**src/rtl/urng_pair_packer_if.sv**
```systemverilog
// Uniform-pair stream bundle: 32-bit word input side and the 48/16-bit pair output side.
// drop_cnt is carried only when URNG_DROP_CNT_EN is defined.
interface urng_pair_packer_if #(
  parameter int DEPTH = 4
);
  localparam int LW = $clog2(DEPTH) + 1;

  logic [31:0]   Tin;
  logic          tin_valid;
  logic [47:0]   u0;
  logic [15:0]   u1;
  logic          out_valid;
  logic          out_ready;
  logic [LW-1:0] level;
`ifdef URNG_DROP_CNT_EN
  logic [15:0]   drop_cnt;

  modport slave (
    input  Tin, tin_valid, out_ready,
    output u0, u1, out_valid, level, drop_cnt
  );

  modport master (
    output Tin, tin_valid, out_ready,
    input  u0, u1, out_valid, level, drop_cnt
  );
`else
  modport slave (
    input  Tin, tin_valid, out_ready,
    output u0, u1, out_valid, level
  );

  modport master (
    output Tin, tin_valid, out_ready,
    input  u0, u1, out_valid, level
  );
`endif
endinterface

```
**src/rtl/urng_pair_packer.sv**
```systemverilog
// Packs word pairs from the Tausworthe stream into (u0,u1) pairs and buffers them in a
// DEPTH-entry FIFO; pairs that find no room are dropped. Optional: URNG_DROP_CNT_EN.
module urng_pair_packer #(
  parameter int DEPTH = 4
) (
  input  logic             clk,
  input  logic             reset,
  urng_pair_packer_if.slave bus
);
  localparam int AW = $clog2(DEPTH);
  localparam int LW = AW + 1;
  localparam logic [LW-1:0] FULL = LW'(DEPTH);

  logic          r_ph;
  logic [31:0]   r_hold;
  logic [AW-1:0] r_wr_ptr;
  logic [AW-1:0] r_rd_ptr;
  logic [LW-1:0] r_level;
  logic          r_out_valid;
  logic [63:0]   r_mem [DEPTH];

  logic          w_pair_valid;
  logic          w_pop;
  logic          w_push;
  logic [63:0]   w_pair;
  logic [63:0]   w_head;
  logic [LW-1:0] w_level_next;

  assign w_pair_valid = bus.tin_valid & r_ph;
  assign w_pop        = r_out_valid & bus.out_ready;
  // A full FIFO still accepts a pair when the head leaves in the same cycle.
  assign w_push       = w_pair_valid & ((r_level != FULL) | w_pop);
  assign w_pair       = {r_hold, bus.Tin};

  always_comb begin
    w_level_next = r_level;
    case ({w_push, w_pop})
      2'b10:   w_level_next = r_level + LW'(1);
      2'b01:   w_level_next = r_level - LW'(1);
      default: w_level_next = r_level;
    endcase
  end

  always_ff @(posedge clk) begin
    if (reset) begin
      r_ph        <= 1'b0;
      r_hold      <= '0;
      r_wr_ptr    <= '0;
      r_rd_ptr    <= '0;
      r_level     <= '0;
      r_out_valid <= 1'b0;
    end else begin
      if (bus.tin_valid) begin
        r_ph <= ~r_ph;
        if (!r_ph) r_hold <= bus.Tin;
      end
      if (w_push) r_wr_ptr <= r_wr_ptr + AW'(1);
      if (w_pop)  r_rd_ptr <= r_rd_ptr + AW'(1);
      r_level     <= w_level_next;
      r_out_valid <= (w_level_next != '0);
    end
  end

  // Storage is deliberately left out of reset; the output mask hides stale entries.
  always_ff @(posedge clk) begin
    if (!reset && w_push) r_mem[r_wr_ptr] <= w_pair;
  end

  assign w_head        = r_mem[r_rd_ptr];
  assign bus.u0        = w_head[63:16] & {48{r_out_valid}};
  assign bus.u1        = w_head[15:0]  & {16{r_out_valid}};
  assign bus.out_valid = r_out_valid;
  assign bus.level     = r_level;

`ifdef URNG_DROP_CNT_EN
  logic        w_drop;
  logic [15:0] r_drop_cnt;

  assign w_drop = w_pair_valid & ~w_push;

  always_ff @(posedge clk) begin
    if (reset) begin
      r_drop_cnt <= '0;
    end else if (w_drop && (r_drop_cnt != 16'hFFFF)) begin
      r_drop_cnt <= r_drop_cnt + 16'd1;
    end
  end

  assign bus.drop_cnt = r_drop_cnt;
`endif
endmodule
```
**src/flat_wrapper.sv**
```systemverilog
// flat-port wrapper written by rule: the top's interface ports become plain ports
module urng_pair_packer_flat 
#(
  parameter int DEPTH = 4
)
  (clk, reset, bus_Tin, bus_tin_valid, bus_out_ready, bus_u0, bus_u1, bus_out_valid, bus_level);
  urng_pair_packer_if #(.DEPTH(DEPTH)) bus_i ();
  input  logic clk;
  input  logic reset;
  input wire logic [$bits(bus_i.Tin)-1:0] bus_Tin;
  input wire logic [$bits(bus_i.tin_valid)-1:0] bus_tin_valid;
  input wire logic [$bits(bus_i.out_ready)-1:0] bus_out_ready;
  output wire logic [$bits(bus_i.u0)-1:0] bus_u0;
  output wire logic [$bits(bus_i.u1)-1:0] bus_u1;
  output wire logic [$bits(bus_i.out_valid)-1:0] bus_out_valid;
  output wire logic [$bits(bus_i.level)-1:0] bus_level;
  assign bus_i.Tin = bus_Tin;
  assign bus_i.tin_valid = bus_tin_valid;
  assign bus_i.out_ready = bus_out_ready;
  assign bus_u0 = bus_i.u0;
  assign bus_u1 = bus_i.u1;
  assign bus_out_valid = bus_i.out_valid;
  assign bus_level = bus_i.level;
  urng_pair_packer #(.DEPTH(DEPTH)) u_core (.clk(clk), .reset(reset), .bus(bus_i));
endmodule
```
**config.mk**
```make
export PLATFORM = sky130hd
export DESIGN_NAME = urng_pair_packer_flat
export DESIGN_NICKNAME = d
export VERILOG_FILES = /design/src/rtl/urng_pair_packer_if.sv /design/src/rtl/urng_pair_packer.sv /design/src/flat_wrapper.sv
export SDC_FILE = /design/constraint.sdc
export NUM_CORES = 1
export LEC_CHECK = 0
export CAP_MARGIN = 5
export CORE_ASPECT_RATIO = 1.75
export CORE_MARGIN = 5
export CORE_UTILIZATION = 55
export DETAILED_ROUTE_END_ITERATION = 16
export GPL_ROUTABILITY_DRIVEN = 0
export PLACE_DENSITY = 0.74
export SLEW_MARGIN = 20
export SYNTH_ARGS = -nofsm -noshare
export SYNTH_HDL_FRONTEND = slang
export SYNTH_SLANG_ARGS = --single-unit
```
**constraint.sdc**
```tcl
create_clock -name clk -period 3.76 [get_ports clk]
set_clock_uncertainty 0.1 [all_clocks]
set_input_delay 0.376 -clock clk [delete_from_list [all_inputs] [get_ports clk]]
set_output_delay 0.376 -clock clk [all_outputs]
set_load 0.02 [all_outputs]
```
; ---- Word level (Yosys, flattened, before mapping)
; Memory sizes are Yosys's and may differ from the RTL's. A register that Yosys moved wholly into a read port is not among the register bits.
; Cells that the tools add are included.
[totals]
word_cells = 30
inputBits = 36
romBits = 0
out_inout_bits = 68
mem_bits_rw = 256
latch_bits = 0
reg_bits = 41
mem_count = 1
[classes]
n_lt_le_gt_ge = 0
div_mod_pow = 0
shift = 0
n_mul = 0
bitwise = 7
n_eq_ne = 3
mux = 5
reduce_logical = 4
n_addsub = 4
[mem_list]
columns = memory, depth, word_bits, read_ports, rd_ports_with_merged_regs, write_ports, line
row1 = u_core.r_mem, 4, 64, 1, 1, 1, urng_pair_packer.sv:20  ; logic [63:0] r_mem [DEPTH];
[ops]
columns = operator, count
row1 = $and A48 B48 Y48, 1
row2 = $and A16 B16 Y16, 1
row3 = $pmux W3 S2, 1
row4 = $add A2 B1 Y2 const B, 2
row5 = $mux W2, 2
row6 = $add A3 B1 Y3 const B, 1
row7 = $and A1 B1 Y1, 3
row8 = $ne A3 B3 Y1 const B, 1
row9 = $reduce_bool A3 Y1, 1
row10 = $sub A3 B1 Y3 const B, 1
row11 = $eq A2 B1 Y1 const B, 1
row12 = $eq A2 B2 Y1 const B, 1
row13 = $mux W1, 2
row14 = $reduce_and A2 Y1, 1
row15 = $logic_and A1 B1 Y1, 1
row16 = $logic_not A1 Y1, 1
row17 = $not A1 Y1, 1
row18 = $or A1 B1 Y1, 1

; ---- Depth between registers and ports, before layout
[depth]
word_depth = 6
ltp_mapped = 8
mapped_depth_nobuf = 8

; ---- Worst setup path after synthesis
; No wires, ideal clock.
[synth_timing]
path_kind = register to register
start = reg u_core.r_out_valid, in the netlist u_core.bus.out_valid
end = mem u_core.r_mem[0][0] (enable)
required_ns = 3.231
path_stages_with_launch = 4
path_buffers = 0
path_slack_ns = 0.702
period_less_slack_ns = 3.058
t_arrival_ns = 2.529
setup_ns = 0.429
cell_sequence = dfxtp_1 -> nand2_1 -> a311oi_1 -> and2_1
[synth_between]
elab_chain_cells = 6
[synth_lines]
columns = element, line
row1 = start: declaration, urng_pair_packer.sv:19  ; logic r_out_valid;
row2 = start signal: assignment, urng_pair_packer.sv:60  ; r_out_valid <= (w_level_next != '0);
row3 = $and A1 B1 Y1, urng_pair_packer.sv:30  ; assign w_pop = r_out_valid & bus.out_ready;
row4 = $or A1 B1 Y1, urng_pair_packer.sv:32  ; assign w_push = w_pair_valid & ((r_level != FULL) | w_pop);
row5 = $and A1 B1 Y1, urng_pair_packer.sv:32
row6 = $logic_and A1 B1 Y1, urng_pair_packer.sv:66  ; if (!reset && w_push) r_mem[r_wr_ptr] <= w_pair;
row7 = $mux W1, urng_pair_packer.sv:66
row8 = $mux W1 (not written as such), urng_pair_packer.sv:66
row9 = end: declaration, urng_pair_packer.sv:20
; No other way between the ends.

==> metrics <==
hold path startpoint reset; Die ar. 0.0238 mm^2; Worst Tran Pin Value 0.956 ns; final setup vio count 0; n_diodes 0; fill count 1359; first-pass detailed-route iteration total 5; Num CTS Buffers 26; cell row count 69; Placed Instance Area 0.0127 mm^2; Seq/Total Area, Yosys 75.2%; final HPWL from detailed placement 13200 um; Chip Width ~120 um; CTS Hold Bufs 0; dominant synthesized flop cell edfxtp_1; Pins Over Slew Limit 0; commonest non-fill, non-tap cells in the layout edfxtp_1, clkdlybuf4s50_1, nand2_1, and2_1, mux4_2; worst skew pair latency 0.51 ns; hold crit path type input pin to flip-flop; Final WS setup 0.496 ns; Clock Tree Buf Depth 3; Yosys warnings 0; count of cell types in the netlist 29; Core Area 0.0204 mm^2; DRC 0; CTS tree done; I/O Buffers 103; fmax 306 MHz; post-route cell area 0.0135 mm^2; power density cells 585 mW/mm^2; dpl ws 0.832 ns; Synth async-reset ratio 0%; fin crit share 86.8%; Max Cap Viol 0; gr usage total 18.8%; FF+latch count, synth 299; TNS Setup 0 ns; per-cell routed wire length roughly 22 um; WS Path Type flip-flop to output port; worst endpoint required time around 3.3 ns; CP max FO 26; CP cell instances buf_4 > mux4_1 > and2_1 > clkdlybuf4s50_1; antenna-violating nets left 0; htree depth 1; number of flops mapped to enable cells by yosys 256; grt total ovfl 0; share of post-route cells with drive strength above 1 17.3%; crit-path max cell delay 0.70 ns; synthesized area per cell 18.9 um^2; first-pass GRT wire length 35200 um; Slew HR roughly 36%; RSZ-0062 raised after global routing false; Reg clk slew, reported paths 0.06 ns; Critical Path Start Type flip-flop; nets@finish roughly 760; Via density between 5 and 6; critical register-to-register path startpoint u_core.bus.level[0]; largest net degree at the start of global routing 67; vias in the first global route ~6.2k; VDD IR max 0.446 mV; Die Y 200 um; DRT iter0 DRCs about 300; Root Buffer clkbuf_16; Mapped Area 0.0114 mm^2; run status completed; synthesized instance count between 600 and 700; initial antenna violation count 0; final hold violation count 0; multi-input logic area 0.00258 mm^2; min Tclk post-route 3.26 ns; Reg2Reg Depth 8; post-CTS sizing 0; DRT Wirelength 22000 um; Mapped Nets 645; Crit path arrival time 2.79 ns; Initial Utilization 55.8%; Top Ports 104; Worst Hold Endpoint u_core.bus.level[0]; worst hold path depth 3; CP top delay family buffers and inverters; Worst Path Buf+Inv 2; R2R setup slack approximately 1.3 ns; register area between 0.008 and 0.009 mm^2; RR Endpoint u_core.bus.out_valid; Sink Count 299; Vias 5640; CP Capture Type output port; most common cell after layout, fill and taps aside edfxtp_1; leakage around 0.0044 uW; synth-to-layout area growth 19.0%; CP max stage cell dfxtp_4; setup bufs post-CTS 0
[power by group]
group	internal (uW)	leakage [uW]	switching (uW)
logic	741	0.00127	722
clock network	1560	0.000433	1130
registers	3660	0.00268	98.8
[sequential cells by signal, summed over array words and instances (netlist names), named ones only]
| signal | count |
|---|---|
| u_core.r_hold | 32 |
| u_core.r_ph | 1 |
| u_core.r_wr_ptr | 2 |
| u_core.r_mem | 256 |
| u_core.bus.level | 3 |
| u_core.r_rd_ptr | 2 |
| u_core.bus.out_valid | 1 |
[layer usage]
layer / wire, um / track usage, % / share of wire [%]
met4: 513 / 5.14 / 2.3
met3: 1010 / 2.65 / 4.6
met1: 8180 / 22.8 / 37
met5: 0 / 0 / 0
met2: 12300 / 34.9 / 56
[synthesized netlist by cell type, types with 2 or more instances]
cell        n  area share (%)
edfxtp_1  256              68
and2_1     68             3.7
nand2_1    66             2.2
mux4_2     60              12
dfxtp_1    43             7.6
a21oi_1    33             1.5
clkbuf_1   17            0.56
buf_2       9            0.40
nor2_1      9            0.30
buf_12      6             1.1
ha_1        5            0.55
nand2b_1    5            0.28
inv_1       4            0.13
mux4_1      4            0.92
xor2_1      3            0.23
mux2i_1     2            0.18
[per-stage QoR]
| step | utilization [%] | hold WS, ns | total power (uW) | std cells |
|---|---|---|---|---|
| CTS | 66.4 | 0.379 | 8010 | 981 |
| finish | 66.4 | 0.369 | 7920 | 981 |
| global placement | 62.1 | 0.367 | 5300 | 933 |
| detailed placement | 62.1 | 0.390 | 5330 | 933 |
| global route | 66.4 | 0.406 | 8230 | 981 |
| floorplan | - | 0.360 | 4740 | 603 |
[layout make-up]
type,count,share of cell area [%]
Timing Repair Buffer,116,8.77
Multi-Input combinational cell,266,19.1
Sequential cell,299,63.2
Inverter,4,0.111
Clock inverter,17,1.25
Tap cell,248,2.29
Clock buffer,31,5.25
[worst max-delay path by stage]
stage / slack (ns) / depth (start not counted) / from / end
after global placement: 0.88 / 5 / bus_tin_valid / u_core.r_mem[0][12]
after CTS: 0.42 / 4 / flip-flop / bus_u0[47]
final: 0.50 / 4 / flip-flop / bus_u0[47]
after floorplan: 0.70 / 3 / u_core.bus.out_valid / u_core.r_mem[0][0]
after global routing: 0.32 / 4 / flip-flop / bus_u0[47]
after detailed placement: 0.83 / 5 / bus_out_ready / u_core.r_mem[0][14]
[logic make-up (layout without fill, tap and decap cells)]
family | after synthesis | count (layout) | share of synthesized area [%]
flip-flops | 299 | 299 | 75.2
adder cells (fa/ha/maj) | 6 | 6 | 0.726
AND/OR/NAND/NOR | 151 | 151 | 6.66
buffers and inverters | 38 | 168 | 2.29
XOR/XNOR | 4 | 4 | 0.308
multiplexers | 67 | 67 | 13.1
AO/OA/AOI/OAI | 38 | 38 | 1.76
[worst reg2reg max path, delay by kind of cell (launching register included)]
| family | cells | cell delay, ns |
|---|---|---|
| compound gates | 2 | 0.44 |
| xor+xnor | 1 | 0.14 |
| fa+ha+maj | 2 | 0.63 |
| flops | 1 | 0.42 |
| simple gates | 2 | 0.53 |
| buf+inv | 1 | 0.09 |
Power figures use the tool's default switching activity.
==> edit (config.mk and constraints unchanged) <==
`DEPTH` is set to 4 in 3 places; all go to 8.
--- a/src/rtl/urng_pair_packer_if.sv
+++ b/src/rtl/urng_pair_packer_if.sv
@@ -3,3 +3,3 @@
 interface urng_pair_packer_if #(
-  parameter int DEPTH = 4
+  parameter int DEPTH = 8
 );
--- a/src/rtl/urng_pair_packer.sv
+++ b/src/rtl/urng_pair_packer.sv
@@ -3,3 +3,3 @@
 module urng_pair_packer #(
-  parameter int DEPTH = 4
+  parameter int DEPTH = 8
 ) (
--- a/src/flat_wrapper.sv
+++ b/src/flat_wrapper.sv
@@ -3,3 +3,3 @@
 #(
-  parameter int DEPTH = 4
+  parameter int DEPTH = 8
 )
Ports: changed (resized bus_level); port bits go from 104 to 105. The function was not compared with the original's and may differ.
==> edit against the original RTL <==
Final area up 83%; via count up 80%; area after synthesis up 88%; sequential power up 86%; final cell count up 72%; sequential cell count up 260; combinational power up 46%; wire length up 110%; first-iteration DRC count rose to 2.9 times the old value; setup slack worse by 240 ps; power up 77%; non-clock buffer count up 19.
==> edit: results (changes against the original RTL) <==
[pwr]
power.internal_mw=10.7  ; was 5.96 mW
total_leakage_power_nw=7.63  ; was 4.39 nW
max-vdd-ir-drop_uv=616  ; was 446 µV

[run_status]
status=finished clean  ; unchanged

[critical_path]
rr_endpoint=u_core.r_mem[1][35]  ; was u_core.bus.out_valid
rrSetupSlack_ps=1400  ; was 1320 ps
path_max_fanout=20  ; was 26
r2r_start=u_core.r_ph  ; was u_core.bus.level[0]
cpPeakStageDelay_ps=630  ; was 700 ps
endpoint=bus_u0[0]  ; was bus_u0[47]
reg2reg_depth=5  ; was 8
worstPathArrival_ps=3030  ; was 2790 ps

[synthesis]
synth_compound_area_frac=0.0102  ; was 0.0176
synth_edf_count=512  ; was 256
seq_area_frac_synth=0.762  ; was 0.752
yosys.area_share.adder=0.00327  ; was 0.00726
synth_nets=1082  ; was 645
synth_area_leaders=edfxtp_1 (72%), mux4_2 (13%), dfxtp_1 (4.4%)  ; was edfxtp_1 (68%), mux4_2 (12%), dfxtp_1 (7.6%)
netlist_top_cells_count=edfxtp_1 (512), mux4_2 (128), nand2_1 (73), mux2i_1 (70), nor2b_1 (65)  ; was edfxtp_1 (256), and2_1 (68), nand2_1 (66), mux4_2 (60), dfxtp_1 (43)
ys_warn_count=0  ; unchanged
synth.distinct_cells=31  ; was 29
muxShareOfSynthArea=0.167  ; was 0.131

[finish]
top_register=u_core.r_mem  ; unchanged
fill_cells=2599  ; was 1,359
layout-drive-gt1-share=0.207  ; was 0.173
fin_nets=1208  ; was 755
largest_reg_flops=512  ; was 256

[drt]
vias=10200  ; was 5,640
wirelength_um=45000  ; was 22,000 µm
drt_iter0_markers=890  ; was 309

[clock_tree]
numCtsBuffers=47  ; was 26
cts_htree_levels=2  ; was 1

[grt]
grt_pass1_vias=10800  ; was 6,185
grt_max_degree=66  ; was 67
grt_pass1_wl_um=68300  ; was 35,200 µm
antenna_found_initial=2  ; was 0

[sta]
worst_pin_slew_ps=782  ; was 956 ps

[place]
portBuffers=104  ; was 103
hpwl_um=26300  ; was 13,200 µm

edit: changes by cell type after synthesis, sizes merged, moves of 5 or more:
cell    unedited run  this run
nor2b              1        65
mux2i              2        70
and2              68         1
nor2               9        14
a21oi             33        38
nand2             66        73
edfxtp           256       512
buf               16        36
mux4              64       128
edit: cell families (layout without fill, tap and decap cells):
family	after synthesis	in the layout
compound gates	41	41
xor+xnor	6	6
fa+ha+maj	5	5
buf+inv	62	224
flops	559	559
mux	198	198
simple gates	170	170
edit: routing by layer:
| metal | track usage | routed length, µm | vias up |
|---|---|---|---|
| met4 | 0.0739 | 1560 | 2 |
| met1 | 0.260 | 16700 | 5323 |
| met5 | 0 | 13 | - |
| met2 | 0.371 | 24300 | 372 |
| li1 | - | - | 4404 |
| met3 | 0.0349 | 2500 | 72 |
edit: power by group through the flow:
| stage | logic, mW | clock network (mW) | registers [mW] |
|---|---|---|---|
| 5_1_grt | 2.29 | 5.19 | 7.00 |
| 2_1_floorplan | 1.45 | 0 | 7.05 |
| 6_report | 2.13 | 4.88 | 6.99 |
| 3_3_place_gp | 2.15 | 0 | 7.12 |
| 3_5_place_dp | 2.18 | 0 | 7.12 |
| 4_1_cts | 2.18 | 4.96 | 6.99 |
edit: worst min-delay path by stage:
stage / from / end / slack [ps] / cells after the start
floorplan: u_core.r_rd_ptr[1] / flop / 350 / 2
global placement: u_core.r_rd_ptr[1] / flop / 350 / 2
detailed placement: u_core.r_rd_ptr[1] / flop / 360 / 2
CTS: reset / u_core.bus.level[3] / 260 / 2
global route: reset / u_core.bus.level[3] / 300 / 2
finish: reset / u_core.bus.level[3] / 270 / 2
edit: per-stage QoR:
| stage | setup slack [ps] | power, mW | std cells | hold WS (ps) | cell area [µm²] |
|---|---|---|---|---|---|
| 6_report | 253 | 14.0 | 1688 | 268 | 24800 |
| 3_3_place_gp | 777 | 9.27 | 1603 | 352 | 23300 |
| 3_5_place_dp | 806 | 9.30 | 1603 | 364 | 23300 |
| 5_1_grt | 69.5 | 14.5 | 1688 | 295 | 24800 |
| 4_1_cts | 181 | 14.1 | 1688 | 263 | 24800 |
| 2_1_floorplan | -0.973 | 8.50 | 1041 | 354 | 21500 |
edit: critical path: cells and delay by family (launching register included):
family,cells,cell delay [ps]
flops,1,630
buf+inv,2,970
mux,2,750
simple gates,1,110
edit: layout make-up:
cell class / instances / area [µm²] / area share
Sequential cell: 559 / 16300 / 0.658
Multi-Input combinational cell: 420 / 4900 / 0.198
Timing Repair Buffer: 135 / 1420 / 0.0572
Clock buffer: 61 / 1300 / 0.0524
Tap cell: 485 / 607 / 0.0245
Clock inverter: 24 / 245 / 0.00988
Inverter: 4 / 15.0 / 0.000605
